$ cat src/rtl/alu_muldiv_sequencer_if.sv
// Bus between the EX stage and the multiply/divide sequencer.
// Optional signed support adds op_signed when MULDIV_SIGNED_EN is defined.
interface alu_muldiv_sequencer_if #(
  parameter int WIDTH = 32
);
  logic             start;
  logic             op_div;
`ifdef MULDIV_SIGNED_EN
  logic             op_signed;
`endif
  logic [WIDTH-1:0] src_a;
  logic [WIDTH-1:0] src_b;
  logic [WIDTH-1:0] alu_a;
  logic [WIDTH-1:0] alu_b;
  logic [2:0]       alu_op;
  logic [WIDTH-1:0] alu_result;
  logic             alu_cout;
  logic             alu_own;
  logic             stall;
  logic             done;
  logic [WIDTH-1:0] hi;
  logic [WIDTH-1:0] lo;

`ifdef MULDIV_SIGNED_EN
  modport master (
    output start, op_div, op_signed, src_a, src_b, alu_result, alu_cout,
    input  alu_a, alu_b, alu_op, alu_own, stall, done, hi, lo
  );
  modport slave (
    input  start, op_div, op_signed, src_a, src_b, alu_result, alu_cout,
    output alu_a, alu_b, alu_op, alu_own, stall, done, hi, lo
  );
`else
  modport master (
    output start, op_div, src_a, src_b, alu_result, alu_cout,
    input  alu_a, alu_b, alu_op, alu_own, stall, done, hi, lo
  );
  modport slave (
    input  start, op_div, src_a, src_b, alu_result, alu_cout,
    output alu_a, alu_b, alu_op, alu_own, stall, done, hi, lo
  );
`endif
endinterface

$ cat src/rtl/alu_muldiv_sequencer.sv
// Iterative MULTU / DIVU sequencer that borrows the shared EX ALU for one
// add or subtract per cycle and stalls the pipeline while it owns it.
// Optional feature macro: MULDIV_SIGNED_EN (signed ops via PRE/POST states).
module alu_muldiv_sequencer #(
  parameter int WIDTH = 32,
  parameter int CNT_W = 6
) (
  input logic                clk,
  input logic                rst,
  alu_muldiv_sequencer_if.slave bus
);

  localparam logic [2:0]       OP_ADD = 3'b010;
  localparam logic [2:0]       OP_SUB = 3'b110;
  localparam logic [CNT_W-1:0] LAST   = CNT_W'(WIDTH - 1);

  typedef enum logic [2:0] {
    S_IDLE, S_MUL, S_DIV, S_DONE, S_PRE, S_POST
  } state_t;

  state_t state, state_nx;

  logic [WIDTH-1:0] acc;    // multiply accumulator / divide remainder
  logic [WIDTH-1:0] mq;     // multiplier / quotient shift register
  logic [WIDTH-1:0] mcand;  // multiplicand / divisor
  logic [CNT_W-1:0] cnt;
  logic [WIDTH-1:0] hi_r, lo_r;

`ifdef MULDIV_SIGNED_EN
  logic signed_r, op_div_r, sgn_a, sgn_b, post_ph, lo_zero;
`endif

  logic             div_zero, last;
  logic             mul_c, div_take;
  logic [WIDTH-1:0] mul_s, mul_acc_nx, mul_mq_nx;
  logic [WIDTH-1:0] div_sh, div_rem_nx, div_q_nx;

  logic             own, stall, done;
  logic [WIDTH-1:0] alu_a, alu_b;
  logic [2:0]       alu_op;

  assign div_zero = bus.op_div && (bus.src_b == '0);
  assign last     = (cnt == LAST);

  // Shift-add step: add multiplicand only when the current multiplier bit is 1.
  assign mul_c      = mq[0] & bus.alu_cout;
  assign mul_s      = mq[0] ? bus.alu_result : acc;
  assign mul_acc_nx = {mul_c, mul_s[WIDTH-1:1]};
  assign mul_mq_nx  = {mul_s[0], mq[WIDTH-1:1]};

  // Restoring divide step: a set remainder msb means the shifted value
  // already exceeds any divisor, so the subtract is always taken.
  assign div_sh     = {acc[WIDTH-2:0], mq[WIDTH-1]};
  assign div_take   = acc[WIDTH-1] | bus.alu_cout;
  assign div_rem_nx = div_take ? bus.alu_result : div_sh;
  assign div_q_nx   = {mq[WIDTH-2:0], div_take};

  // State register
  always_ff @(posedge clk) begin
    if (rst) state <= S_IDLE;
    else     state <= state_nx;
  end

  // Next-state logic
  always_comb begin
    state_nx = state;
    case (state)
      S_IDLE: if (bus.start) begin
        if (div_zero)          state_nx = S_DONE;
`ifdef MULDIV_SIGNED_EN
        else if (bus.op_signed) state_nx = S_PRE;
`endif
        else                   state_nx = bus.op_div ? S_DIV : S_MUL;
      end
`ifdef MULDIV_SIGNED_EN
      S_PRE:  state_nx = op_div_r ? S_DIV : S_MUL;
      S_MUL,
      S_DIV:  if (last) state_nx = signed_r ? S_POST : S_DONE;
      S_POST: if (op_div_r || post_ph) state_nx = S_DONE;
`else
      S_MUL,
      S_DIV:  if (last) state_nx = S_DONE;
`endif
      S_DONE: state_nx = S_IDLE;
      default: state_nx = S_IDLE;
    endcase
  end

  // Outputs: ALU operands, ownership, stall and done
  always_comb begin
    own    = 1'b0;
    stall  = 1'b0;
    done   = 1'b0;
    alu_a  = '0;
    alu_b  = '0;
    alu_op = 3'b000;
    case (state)
      S_IDLE: stall = bus.start;
      S_MUL: begin
        own = 1'b1; stall = 1'b1;
        alu_a = acc; alu_b = mcand; alu_op = OP_ADD;
      end
      S_DIV: begin
        own = 1'b1; stall = 1'b1;
        alu_a = div_sh; alu_b = mcand; alu_op = OP_SUB;
      end
`ifdef MULDIV_SIGNED_EN
      S_PRE: begin
        own = 1'b1; stall = 1'b1;
        alu_a = '0; alu_b = mq; alu_op = OP_SUB;
      end
      S_POST: begin
        own = 1'b1; stall = 1'b1; alu_op = OP_SUB;
        if (!op_div_r && post_ph) begin
          // ~hi - (-1) = ~hi + 1 carries the low-word borrow into hi
          alu_a = ~acc;
          alu_b = lo_zero ? '1 : '0;
        end else begin
          alu_a = '0;
          alu_b = mq;
        end
      end
`endif
      S_DONE: done = 1'b1;
      default: ;
    endcase
  end

  // Datapath and result registers
  always_ff @(posedge clk) begin
    if (rst) begin
      acc   <= '0;
      mq    <= '0;
      mcand <= '0;
      cnt   <= '0;
      hi_r  <= '0;
      lo_r  <= '0;
`ifdef MULDIV_SIGNED_EN
      signed_r <= 1'b0; op_div_r <= 1'b0; sgn_a <= 1'b0;
      sgn_b    <= 1'b0; post_ph  <= 1'b0; lo_zero <= 1'b0;
`endif
    end else begin
      case (state)
        S_IDLE: if (bus.start) begin
          acc   <= '0;
          mq    <= bus.src_a;
          mcand <= bus.src_b;
          cnt   <= '0;
          if (div_zero) begin
            hi_r <= bus.src_a;
            lo_r <= '1;
          end
`ifdef MULDIV_SIGNED_EN
          signed_r <= bus.op_signed;
          op_div_r <= bus.op_div;
          sgn_a    <= bus.op_signed & bus.src_a[WIDTH-1];
          sgn_b    <= bus.op_signed & bus.src_b[WIDTH-1];
          post_ph  <= 1'b0;
`endif
        end
        S_MUL: begin
          acc <= mul_acc_nx;
          mq  <= mul_mq_nx;
          cnt <= cnt + CNT_W'(1);
`ifdef MULDIV_SIGNED_EN
          if (last && !signed_r) begin
`else
          if (last) begin
`endif
            hi_r <= mul_acc_nx;
            lo_r <= mul_mq_nx;
          end
        end
        S_DIV: begin
          acc <= div_rem_nx;
          mq  <= div_q_nx;
          cnt <= cnt + CNT_W'(1);
`ifdef MULDIV_SIGNED_EN
          if (last && !signed_r) begin
`else
          if (last) begin
`endif
            hi_r <= div_rem_nx;
            lo_r <= div_q_nx;
          end
        end
`ifdef MULDIV_SIGNED_EN
        S_PRE: begin
          if (sgn_a) mq <= bus.alu_result;
          if (sgn_b) mcand <= '0 - mcand;
        end
        S_POST: begin
          if (op_div_r) begin
            lo_r <= (sgn_a ^ sgn_b) ? bus.alu_result : mq;
            hi_r <= sgn_a ? ('0 - acc) : acc;
          end else if (!post_ph) begin
            post_ph <= 1'b1;
            lo_zero <= (mq == '0);
            if (sgn_a ^ sgn_b) mq <= bus.alu_result;
          end else begin
            lo_r <= mq;
            hi_r <= (sgn_a ^ sgn_b) ? bus.alu_result : acc;
          end
        end
`endif
        default: ;
      endcase
    end
  end

  assign bus.alu_a   = alu_a;
  assign bus.alu_b   = alu_b;
  assign bus.alu_op  = alu_op;
  assign bus.alu_own = own;
  assign bus.stall   = stall;
  assign bus.done    = done;
  assign bus.hi      = hi_r;
  assign bus.lo      = lo_r;

endmodule

$ cat src/flat_wrapper.sv
// flat-port wrapper written by rule: the top's interface ports become plain ports
module alu_muldiv_sequencer_flat 
#(
  parameter int WIDTH = 32,
  parameter int CNT_W = 6
)
  (clk, rst, bus_start, bus_op_div, bus_src_a, bus_src_b, bus_alu_result, bus_alu_cout, bus_alu_a, bus_alu_b, bus_alu_op, bus_alu_own, bus_stall, bus_done, bus_hi, bus_lo);
  alu_muldiv_sequencer_if #(.WIDTH(WIDTH)) bus_i ();
  input logic clk;
  input logic rst;
  input wire logic [$bits(bus_i.start)-1:0] bus_start;
  input wire logic [$bits(bus_i.op_div)-1:0] bus_op_div;
  input wire logic [$bits(bus_i.src_a)-1:0] bus_src_a;
  input wire logic [$bits(bus_i.src_b)-1:0] bus_src_b;
  input wire logic [$bits(bus_i.alu_result)-1:0] bus_alu_result;
  input wire logic [$bits(bus_i.alu_cout)-1:0] bus_alu_cout;
  output wire logic [$bits(bus_i.alu_a)-1:0] bus_alu_a;
  output wire logic [$bits(bus_i.alu_b)-1:0] bus_alu_b;
  output wire logic [$bits(bus_i.alu_op)-1:0] bus_alu_op;
  output wire logic [$bits(bus_i.alu_own)-1:0] bus_alu_own;
  output wire logic [$bits(bus_i.stall)-1:0] bus_stall;
  output wire logic [$bits(bus_i.done)-1:0] bus_done;
  output wire logic [$bits(bus_i.hi)-1:0] bus_hi;
  output wire logic [$bits(bus_i.lo)-1:0] bus_lo;
  assign bus_i.start = bus_start;
  assign bus_i.op_div = bus_op_div;
  assign bus_i.src_a = bus_src_a;
  assign bus_i.src_b = bus_src_b;
  assign bus_i.alu_result = bus_alu_result;
  assign bus_i.alu_cout = bus_alu_cout;
  assign bus_alu_a = bus_i.alu_a;
  assign bus_alu_b = bus_i.alu_b;
  assign bus_alu_op = bus_i.alu_op;
  assign bus_alu_own = bus_i.alu_own;
  assign bus_stall = bus_i.stall;
  assign bus_done = bus_i.done;
  assign bus_hi = bus_i.hi;
  assign bus_lo = bus_i.lo;
  alu_muldiv_sequencer #(.WIDTH(WIDTH), .CNT_W(CNT_W)) u_core (.clk(clk), .rst(rst), .bus(bus_i));
endmodule
$ cat config.mk
export PLATFORM = sky130hd
export DESIGN_NAME = alu_muldiv_sequencer_flat
export DESIGN_NICKNAME = d
export VERILOG_FILES = /design/src/rtl/alu_muldiv_sequencer_if.sv /design/src/rtl/alu_muldiv_sequencer.sv /design/src/flat_wrapper.sv
export SDC_FILE = /design/constraint.sdc
export NUM_CORES = 1
export LEC_CHECK = 0
export CAP_MARGIN = 15
export CELL_PAD_IN_SITES_DETAIL_PLACEMENT = 1
export CELL_PAD_IN_SITES_GLOBAL_PLACEMENT = 2
export CORE_MARGIN = 10
export CORE_UTILIZATION = 32
export CTS_BUF_LIST = sky130_fd_sc_hd__clkbuf_4 sky130_fd_sc_hd__clkbuf_8
export DETAILED_ROUTE_END_ITERATION = 10
export GPL_TIMING_DRIVEN = 0
export PLACE_DENSITY_LB_ADDON = 0.1
export SETUP_SLACK_MARGIN = 0.05
export SLEW_MARGIN = 10
export SYNTH_ARGS = -nofsm -noshare
export SYNTH_HDL_FRONTEND = slang
export SYNTH_SLANG_ARGS = --single-unit
$ cat constraint.sdc
create_clock -name clk -period 4.7 [get_ports clk]
set_input_delay 1.41 -clock clk [delete_from_list [all_inputs] [get_ports clk]]
set_output_delay 1.41 -clock clk [all_outputs]
set_load 0.02 [all_outputs]
==> flow_metrics.py <==
metrics = {
    "power": {
        "power_density_nw_per_um2": 400,
        "p_int_mw": 2.88,
        "power_frac_comb": 0.425,
        "peakVddDrop_mv": 0.141,
        "power_mw": 4.89,
        "p_clk_frac": 0.217,
        "swShare": 0.411,
        "power.switching_mw": 2.01,
        "seq_power_share": 0.357,
        "cellLeakagePower_nw": 4.72,
    },
    "min_path": {
        "hold_class": "register to register",
    },
    "synthesis": {
        "ys.warnings.count": 0,
        "synth_top_family_by_area": "simple AND/OR/NAND/NOR gates",
        "synthTopCellsByArea": "dfxtp_1, mux2_2, nor2_1, a22oi_1, mux2_4",
        "synth_compound_area_frac": 0.185,
        "synth_area_leader_cell": "dfxtp_1",
        "synth_edf_count": 0,
        "synth_cells": 1075,
        "synthFlopType": "dfxtp_1",
        "synth_fa_ha_area_frac": 0.00833,
        "synthXorXnorAreaFrac": 0.00486,
        "synthMuxAreaShare": 0.166,
        "mappedNetlistNets": 1182,
        "ys_types": 44,
        "ys_ff_latch": 168,
        "yosys.area_share.simple": 0.212,
        "avgSynthCellArea_um2": 8.39,
        "synth.top_cell.area_share": 0.373,
        "syn_area_um2": 9020,
        "synth-async-reset-ratio": 0,
        "ys_seq_area_frac": 0.373,
    },
    "layout": {
        "instances_no_fill": 1718,
        "nets": 1433,
        "drive_above_1_share": 0.131,
        "area_growth_pct": 35.6,
        "fin_area_um2": 12200,
    },
    "detailed_routing": {
        "highest_layer": "met5",
        "ant_nets": 0,
        "num_vias": 8813,
        "vias_per_cell": 5.13,
        "drc_errors": 0,
        "drt_wl_total_um": 36400,
        "post_drt_wl_per_cell_um": 21.2,
        "firstDrtPassIters": 5,
        "drt_iter0_drc": 466,
        "wl_met1_um": 16200,
        "wl_met3_um": 2680,
        "wl_met2_um": 17000,
    },
    "floorplan": {
        "core_um2": 27800,
        "die_w_um": 188,
        "fp-row-count": 61,
        "io_pins": 235,
        "start_util": 0.325,
        "die_h_um": 188,
        "die_area_um2": 35300,
    },
    "clocking": {
        "cts_sinks": 168,
        "cts_buffers": 17,
        "cts_max_path_buffers": 2,
        "tritoncts": "built",
        "htreeDepth": 4,
        "clkTransAtPathRegs_ps": 100,
        "clk_latency_ps": 480,
        "hold_buffers": 0,
        "root_buffer": "clkbuf_8",
    },
    "critical_path": {
        "crit_fanout": 10,
        "worst_ep_arrival_time_ps": 3050,
        "crit_required_ps": 3290,
        "start_kind": "register",
        "crit_type": "register to output pin",
        "end_kind": "output pin",
    },
    "sta": {
        "min_period_ps": 4460,
        "fin_worst_skew_ps": 14.5,
        "slew_violations": 0,
        "worst_pin_slew_ps": 699,
        "hold_viol": 0,
        "period_share": 0.949,
        "postLayoutSetupSlackWorst_ps": 238,
        "max_freq_ghz": 0.224,
        "maxSlewHeadroom": 0.534,
        "setup_viol": 0,
        "grt_setup_unrepaired": "false",
    },
    "global_route": {
        "grt_pass1_vias": 9386,
        "antenna_found_initial": 4,
        "gr-total-overflow": 0,
        "grt_max_degree": 17,
        "grtUsageTotal": 0.201,
        "grt_pass1_wl_um": 56300,
    },
    "placed_design": {
        "dp_hpwl_um": 28400,
        "place_area_um2": 11800,
        "dpl_worst_slack_ps": -72.1,
        "port_buffers": 232,
        "gp_congestion": 0.817,
        "dp.cells": 1685,
    },
    "run": {
        "drv_cap": 0,
    },
    "status": {
        "run_status": "finished clean",
    },
}
[critical path, stage by stage (launching register included)]
cell and delay (ps):
dfxtp_1 440, inv_1 90, ha_2 490, inv_2 180, clkbuf_2 230, clkbuf_2 310
nor2_1 180, clkdlybuf4s50_1 660
[power groups by stage]
| stage | clock (mW) | combinational (mW) | sequential, mW |
|---|---|---|---|
| floorplan | 0 | 1.18 | 1.84 |
| global placement | 0 | 2.06 | 1.77 |
| detailed placement | 0 | 2.08 | 1.78 |
| CTS | 1.10 | 2.09 | 1.74 |
| global route | 1.15 | 2.27 | 1.77 |
| finish | 1.06 | 2.08 | 1.75 |
[metrics by stage]
step	util	hold slack [ps]	TNS [ps]
2_1_floorplan	-	432	0
3_3_place_gp	0.425	439	-58.8
3_5_place_dp	0.425	445	-72.1
4_1_cts	0.440	461	0
5_1_grt	0.440	472	0
6_report	0.440	457	0
[sequential cells by signal, indices dropped and copies added (netlist names)]
| register | flops |
|---|---|
| u_core.mq | 32 |
| u_core.bus.hi | 32 |
| u_core.cnt | 6 |
| u_core.acc | 32 |
| u_core.bus.lo | 32 |
| u_core.state | 2 |
| u_core.mcand | 32 |
[layer usage]
layer | GRT usage | vias up
met5 | 0 | -
met4 | 0.0520 | 6
met3 | 0.0664 | 36
met2 | 0.331 | 249
met1 | 0.245 | 4258
li1 | - | 4264
[logic make-up (layout without fill, tap and decap cells)]
family | count (synthesis) | in the layout
AO/OA/AOI/OAI | 242 | 242
flip-flops | 168 | 168
AND/OR/NAND/NOR | 419 | 419
multiplexers | 127 | 127
XOR/XNOR | 5 | 5
other | 1 | 2
adder cells (fa/ha/maj) | 6 | 6
buffers and inverters | 107 | 371
[cell type report]
type | count | area, um^2
tap | 378 | 473
timing repair buffer | 232 | 2320
antenna | 1 | 2.50
clock inverter | 14 | 139
fill | 3375 | 15600
multi-input combinational | 800 | 5200
sequential | 168 | 3360
clock buffer | 18 | 248
inverter | 5 | 18.8
buffer | 102 | 465
[path summary, 6_finish.rpt]
| kind | from | to | slack [ps] | cells after the start |
|---|---|---|---|---|
| worst min register to register | u_core.mcand[16] | u_core.mcand[16] | 460 | 2 |
| worst max register to register | u_core.state[0] | u_core.bus.hi[27] | 2010 | 8 |
| worst min-delay path | u_core.mcand[16] | u_core.mcand[16] | 460 | 2 |
| worst max-delay path | u_core.state[0] | bus_alu_a[0] | 240 | 7 |
[timing repair]
item,in CTS,in global routing
gates resized for setup,13,15
endpoints found under the setup margin,58,49
buffers inserted,0,0
[cells in the final DEF, fill, tap and decap left out, drive strengths merged, types with 33 or more instances in the layout]
cell type / synthesis / routed
dfxtp: 168 / 168
nand2: 76 / 76
mux2: 95 / 95
clkbuf: 75 / 94
nor2: 197 / 197
and2: 33 / 33
clkdlybuf4s50: 0 / 231
a22oi: 65 / 65
nor2b: 33 / 33
a21oi: 68 / 68
nand2b: 33 / 33
[synth_stat cells, types with 3 or more instances]
| master | number |
|---|---|
| a211o_1 | 5 |
| a21oi_1 | 67 |
| a221oi_1 | 30 |
| a22o_1 | 28 |
| a22oi_1 | 65 |
| and2_1 | 33 |
| buf_1 | 4 |
| buf_2 | 17 |
| buf_6 | 4 |
| clkbuf_1 | 75 |
| dfxtp_1 | 168 |
| ha_1 | 6 |
| inv_1 | 4 |
| mux2_2 | 67 |
| mux2_4 | 28 |
| mux2i_1 | 32 |
| nand2_1 | 76 |
| nand2b_1 | 33 |
| nand4_1 | 3 |
| nor2_1 | 196 |
| nor2b_1 | 32 |
| nor3_1 | 32 |
| nor4_1 | 8 |
| o21ai_0 | 32 |
| o31a_1 | 5 |
| xnor2_1 | 4 |
Note: power is estimated with default switching activity, not from simulation.
